[src/rtl/ber_accumulator.sv]
// ber_accumulator
//   Accumulates the per-word mismatch counts from the bit comparator over a
//   measurement window. It keeps errored-bit, compared-bit and word totals,
//   and flags loss of pattern sync. The readout logic uses these counts to
//   form the BER ratio.
//
// Ports
//   clk, rst_n     : clock and asynchronous active-low reset
//   start          : begin a measurement (honoured in IDLE or DONE)
//   stop           : end the measurement early (honoured in RUN)
//   clear          : abort, zero everything, return to IDLE (highest priority)
//   word_valid     : per-word strobe qualifying err_in
//   err_in         : errored-bit count of the current word
//   window_words   : words per measurement, 0 = unlimited, sampled on start
//   busy           : high while measuring
//   done           : one-cycle pulse on entry to DONE
//   err_cnt        : accumulated errored bits (saturating)
//   bit_cnt        : accumulated compared bits (saturating)
//   word_cnt       : accumulated words (saturating)
//   err_sat        : sticky, some counter reached all-ones
//   in_range_err   : sticky, an err_in above WORD_W was received
//   sync_lost      : sticky, SYNC_LOSS_N consecutive bad words were seen
module ber_accumulator #(
    parameter int WORD_W      = 13,
    parameter int ERR_W       = 32,
    parameter int BIT_W       = 48,
    parameter int WCNT_W      = 32,
    parameter int SYNC_THRESH = 7,
    parameter int SYNC_LOSS_N = 4
) (
    input  logic              clk,
    input  logic              rst_n,
    input  logic              start,
    input  logic              stop,
    input  logic              clear,
    input  logic              word_valid,
    input  logic [WORD_W-1:0] err_in,
    input  logic [WCNT_W-1:0] window_words,
    output logic              busy,
    output logic              done,
    output logic [ERR_W-1:0]  err_cnt,
    output logic [BIT_W-1:0]  bit_cnt,
    output logic [WCNT_W-1:0] word_cnt,
    output logic              err_sat,
    output logic              in_range_err,
    output logic              sync_lost
);

    localparam int RUN_W  = $clog2(SYNC_LOSS_N + 1);
    // The error sum must be wide enough for both operands plus a carry, even
    // in narrow builds where ERR_W is smaller than WORD_W.
    localparam int ESUM_W = ((ERR_W > WORD_W) ? ERR_W : WORD_W) + 1;

    localparam logic [WORD_W-1:0] WORD_MAX = WORD_W'(WORD_W);
    localparam logic [WORD_W-1:0] THRESH   = WORD_W'(SYNC_THRESH);
    localparam logic [RUN_W-1:0]  RUN_MAX  = RUN_W'(SYNC_LOSS_N);
    localparam logic [ERR_W-1:0]  ERR_ONES = {ERR_W{1'b1}};
    localparam logic [BIT_W-1:0]  BIT_ONES = {BIT_W{1'b1}};
    localparam logic [WCNT_W-1:0] WRD_ONES = {WCNT_W{1'b1}};

    typedef enum logic [1:0] {S_IDLE, S_RUN, S_DONE} state_t;

    state_t            state_q, state_d;
    logic [ERR_W-1:0]  err_q, err_d;
    logic [BIT_W-1:0]  bit_q, bit_d;
    logic [WCNT_W-1:0] word_q, word_d;
    logic [WCNT_W-1:0] win_q, win_d;
    logic [RUN_W-1:0]  run_q, run_d;
    logic              err_sat_q, err_sat_d;
    logic              range_q, range_d;
    logic              sync_q, sync_d;
    logic              busy_q, busy_d;
    logic              done_q, done_d;

    // Clamp the incoming count; a value above WORD_W indicates an upstream fault.
    logic              over_range;
    logic [WORD_W-1:0] e_clamp;
    logic              bad_word;
    assign over_range = (err_in > WORD_MAX);
    assign e_clamp    = over_range ? WORD_MAX : err_in;
    assign bad_word   = (e_clamp >= THRESH);

    // Saturating next values. Each counter holds at all-ones.
    logic [ESUM_W-1:0] err_sum;
    logic [BIT_W:0]    bit_sum;
    logic [WCNT_W:0]   word_sum;
    logic [ERR_W-1:0]  err_next;
    logic [BIT_W-1:0]  bit_next;
    logic [WCNT_W-1:0] word_next;
    logic [RUN_W-1:0]  run_inc;

    assign err_sum   = ESUM_W'(err_q) + ESUM_W'(e_clamp);
    assign err_next  = (err_sum > ESUM_W'(ERR_ONES)) ? ERR_ONES : err_sum[ERR_W-1:0];
    assign bit_sum   = {1'b0, bit_q} + (BIT_W+1)'(WORD_W);
    assign bit_next  = bit_sum[BIT_W] ? BIT_ONES : bit_sum[BIT_W-1:0];
    assign word_sum  = {1'b0, word_q} + {{WCNT_W{1'b0}}, 1'b1};
    assign word_next = word_sum[WCNT_W] ? WRD_ONES : word_sum[WCNT_W-1:0];
    assign run_inc   = (run_q == RUN_MAX) ? run_q : run_q + 1'b1;

    // clear beats everything; start only acts outside RUN, so stop and start
    // never compete for the same state.
    logic do_clear, do_start;
    assign do_clear = clear;
    assign do_start = !clear && start && (state_q != S_RUN);

    always_comb begin
        state_d   = state_q;
        err_d     = err_q;
        bit_d     = bit_q;
        word_d    = word_q;
        win_d     = win_q;
        run_d     = run_q;
        err_sat_d = err_sat_q;
        range_d   = range_q;
        sync_d    = sync_q;

        if (state_q == S_RUN) begin
            if (word_valid) begin
                err_d  = err_next;
                bit_d  = bit_next;
                word_d = word_next;
                if (over_range) range_d = 1'b1;
                if ((err_next == ERR_ONES) || (bit_next == BIT_ONES) ||
                    (word_next == WRD_ONES)) err_sat_d = 1'b1;
                run_d = bad_word ? run_inc : '0;
                if (bad_word && (run_inc == RUN_MAX)) sync_d = 1'b1;
                // Window completes on the same edge that commits its last word.
                if ((win_q != '0) && (word_next == win_q)) state_d = S_DONE;
            end
            if (stop) state_d = S_DONE;
        end

        if (do_clear || do_start) begin
            err_d     = '0;
            bit_d     = '0;
            word_d    = '0;
            run_d     = '0;
            err_sat_d = 1'b0;
            range_d   = 1'b0;
            sync_d    = 1'b0;
            win_d     = do_clear ? '0 : window_words;
            state_d   = do_clear ? S_IDLE : S_RUN;
        end

        busy_d = (state_d == S_RUN);
        done_d = (state_d == S_DONE) && (state_q != S_DONE);
    end

    always_ff @(posedge clk or negedge rst_n) begin
        if (!rst_n) begin
            state_q   <= S_IDLE;
            err_q     <= '0;
            bit_q     <= '0;
            word_q    <= '0;
            win_q     <= '0;
            run_q     <= '0;
            err_sat_q <= 1'b0;
            range_q   <= 1'b0;
            sync_q    <= 1'b0;
            busy_q    <= 1'b0;
            done_q    <= 1'b0;
        end else begin
            state_q   <= state_d;
            err_q     <= err_d;
            bit_q     <= bit_d;
            word_q    <= word_d;
            win_q     <= win_d;
            run_q     <= run_d;
            err_sat_q <= err_sat_d;
            range_q   <= range_d;
            sync_q    <= sync_d;
            busy_q    <= busy_d;
            done_q    <= done_d;
        end
    end

    assign busy         = busy_q;
    assign done         = done_q;
    assign err_cnt      = err_q;
    assign bit_cnt      = bit_q;
    assign word_cnt     = word_q;
    assign err_sat      = err_sat_q;
    assign in_range_err = range_q;
    assign sync_lost    = sync_q;

endmodule

[config.mk]
export PLATFORM = sky130hd
export DESIGN_NAME = ber_accumulator
export DESIGN_NICKNAME = d
export VERILOG_FILES = /design/src/rtl/ber_accumulator.sv
export SDC_FILE = /design/constraint.sdc
export NUM_CORES = 1
export LEC_CHECK = 0
export CORE_ASPECT_RATIO = 0.7
export CORE_UTILIZATION = 50
export DETAILED_ROUTE_END_ITERATION = 8
export PLACE_DENSITY = 0.78
export SETUP_SLACK_MARGIN = 0.3
export SLEW_MARGIN = 20
export SYNTH_ARGS = -nofsm -noshare
export SYNTH_HDL_FRONTEND = slang
export SYNTH_SLANG_ARGS = --single-unit
[constraint.sdc]
create_clock -name clk -period 3.9 [get_ports clk]
set_input_delay 0.39 -clock clk [delete_from_list [all_inputs] [get_ports clk]]
set_output_delay 0.39 -clock clk [all_outputs]
set_load 0.05 [all_outputs]
==> qor.csv <==
stage,metric,value,unit
sta,hold_violations,0,
final_layout,drive_above_1_share,12.4,%
clocking,cts_buffers,17,
final_layout,area_delta_synth_final,30.3,%
clocking,path_clk_slew,0.07,ns
final_layout,layout.nets,1683,
power_and_ir_drop,irDropWorstVdd,303,µV
final_layout,final_cell_mix,"204 x nand2_1, 186 x o21ai_0, 154 x clkdlybuf4s50_1, 130 x dfrtp_1, 92 x buf_4",
worst_setup_path,cpPeakStageDelay,0.62,ns
clocking,clk_path_buf_depth,2,
die,core-area,21100,µm²
routing,drt_iter0_drc,2007,
worst_setup_path,crit_family,simple AND/OR/NAND/NOR gates,
logic_synthesis,synthFlopType,dfrtp_1,
clocking,cts_max_level,4,
die,ios,168,
die,rows,44,
sta,setup_viol,0,
sta,rsz0062_at_grt,false,
die,design.die.area,22500,µm²
clocking,clockRootBuffer,clkbuf_16,
final_layout,num_antenna_cells,0,
sta,fin_crit,3.49,ns
routing,antenna_left,0,
placed_design,pre_cts_ws,-0.531,ns
run,drv_cap,0,
logic_synthesis,synth.cell_area,10900,µm²
worst_setup_path,r2r_slack,0.41,ns
worst_setup_path,worstPathRequired,4.20,ns
worst_setup_path,reg2reg_depth,9,
clocking,cts_tree,built,
sta,tightest_slew,0.767,ns
power_and_ir_drop,fin_total_pwr,4020,µW
worst_setup_path,crit_chain,nand4_2 > or4_4 > or4_4 > buf_4 > and2_1 > a22o_1 > or3_1 > o41ai_4 > a211oi_1,
routing,wl_per_cell,20.3,µm
placed_design,hpwl,27300,µm
hold_path,holdPathStages,3,
logic_synthesis,synthCells,1401,
final_layout,fin_cells,1903,
worst_setup_path,endpoint_kind,register,
sta,finalMaxSlewViolations,0,
global_route,grt_usage,34.1,%
worst_setup_path,crit_path_max_fanout,7,
placed_design,dp.cells,1851,
worst_setup_path,timing.critical_path.buf_inv,1,
worst_setup_path,crit_slowest_cell,or4_4,
logic_synthesis,seq_area_frac_synth,35.3,%
placed_design,finalWeightedCongestion,0.986,
worst_setup_path,rr_endpoint,state_q[0]$_DFF_PN0_,
sta,setup_slack,0.413,ns
worst_setup_path,cp-start-kind,register,
hold_path,min_from,window_words[29],
clocking,clock_latency,0.45,ns
worst_setup_path,crit_top_cell,or4_4,
logic_synthesis,synthArstFlopShare,100,%
outcome,outcome,finished clean,
routing,routed_via_density,6.43,
global_route,grt_pass1_wl,59600,µm
worst_setup_path,r2r_start,word_cnt[22]$_DFFE_PN0P_,
hold_path,hold_class,input pin to register,
sta,max_freq,287,MHz
worst_setup_path,cp_data_arrival_time,3.79,ns
worst_setup_path,crit_type,register to register,
die,start_util,51.8,%
global_route,grt-ovfl-total,0,
power_and_ir_drop,power_density,282,nW/µm²
sta,finalCritPeriodShare,89.4,%
logic_synthesis,synth-edff-count,0,
final_layout,fin_util,67.5,%
power_and_ir_drop,leakagePower,0.00583,µW
logic_synthesis,synth_warnings,0,
sta,relSlewSlack,48.4,%
hold_path,hold_end,win_q[29]$_DFFE_PN0N_,
logic_synthesis,avgSynthCellArea,7.80,µm²
die,die_h,126,µm
placed_design,portBuffers,167,
clocking,clock_sinks,154,
routing,drcViolationCount,0,
routing,via_count,12200,
logic_synthesis,ys_ff_latch,154,
global_route,grt_max_degree,119,
global_route,grt_pass1_vias,10800,
final_layout,final_common_cell,nand2_1,
routing,firstDrtPassIters,6,
sta,clock_skew,0.0163,ns
global_route,antenna_found_initial,0,
routing,routed_wl,38700,µm
die,die_x,179,µm
logic_synthesis,synth.distinct_cells,76,
-- where the power goes --
part	total, µW	switching [µW]	internal, µW
Sequential	1690	55.9	1630
Clock	1760	791	969
Combinational	567	345	222
-- registers in the layout (all words and copies together) (netlist names) --
register / cells
bit_cnt: 48
err_cnt: 32
win_q: 32
word_cnt: 32
run_q: 3
state_q: 2
busy: 1
done: 1
err_sat: 1
in_range_err: 1
sync_lost: 1
-- metal layers --
metal / vias to the layer above / wire, µm / track usage, %
met5: - / 0 / 0
met4: 0 / 684 / 7.98
met3: 72 / 5090 / 9.36
met2: 779 / 15900 / 46.1
met1: 5799 / 17100 / 53.0
li1: 5582 / - / -
-- worst reg2reg max path, stage by stage (launching register included) --
cell and delay [ns]:
dfrtp_2 0.44, nand4_2 0.11, or4_4 0.62, or4_4 0.57, buf_4 0.18, and2_1 0.23, a22o_1 0.30, or3_1 0.36
o41ai_4 0.40, a211oi_1 0.13
-- repair_timing --
item                                    CTS  global route
endpoints found under the setup margin    3             5
gates resized for setup                  28            22
endpoints found under the hold margin    21             0
pin swaps                                19            22
setup buffers                             1            18
hold buffers                              1             0
-- cells in the mapped netlist (all sizes together) (7+ instances only) --
library cell	instances	area, µm²
clkbuf	64	240
and2	17	106
nor4b	7	61.3
and4	11	96.3
a31oi	21	131
a211oi	7	52.6
o21ai	188	941
a21o	15	113
o211ai	10	75.1
nand2b	41	257
o22ai	11	68.8
or3	15	93.8
mux2i	8	80.1
xnor2	33	289
nand2	206	773
a22o	28	245
xor2	22	193
nor3	42	210
a21oi	84	420
nor2	84	315
nor4	33	228
or4	12	93.8
inv	41	154
buf	13	65.1
nand4	41	263
nand3	50	250
dfrtp	154	3850
o31ai	13	97.6
and3	21	131
ha	17	213
-- kinds of logic after synthesis --
kind of cell    share of synthesized area, %
xor+xnor                                4.82
buf+inv                                 4.20
flops                                   35.3
fa+ha+maj                               2.13
simple gates                            28.5
compound gates                          24.1
mux                                    0.939
other cells                           0.0343
-- stage by stage --
stage | hold slack (ns) | area, µm² | TNS, ns
after detailed placement | 0.463 | 13400 | -1.74
after CTS | 0.493 | 14000 | 0
final | 0.490 | 14200 | 0
after floorplan | 0.0944 | 11000 | 0
after global routing | 0.521 | 14200 | 0
after global placement | 0.458 | 13400 | -0.970
-- worst max-delay path by stage --
stage | start | to | slack, ns | depth (start not counted)
floorplan | word_cnt[3]$_DFFE_PN0P_ | state_q[0]$_DFF_PN0_ | 0.30 | 11
global placement | err_in[12] | err_sat$_DFFE_PN0P_ | -0.44 | 15
detailed placement | err_in[8] | err_sat$_DFFE_PN0P_ | -0.53 | 15
CTS | err_in[6] | err_sat$_DFFE_PN0P_ | 0.31 | 15
global route | err_in[8] | err_sat$_DFFE_PN0P_ | 0.27 | 15
finish | word_cnt[22]$_DFFE_PN0P_ | state_q[0]$_DFF_PN0_ | 0.41 | 9
-- area by class of cell --
type | instances | area [µm²]
fill | 1760 | 6850
timing repair buffer | 263 | 2420
sequential | 154 | 3880
multi-input combinational | 1137 | 6840
clock inverter | 15 | 175
tap | 276 | 345
inverter | 41 | 154
clock buffer | 17 | 425
(Power assumes the default switching activity.)
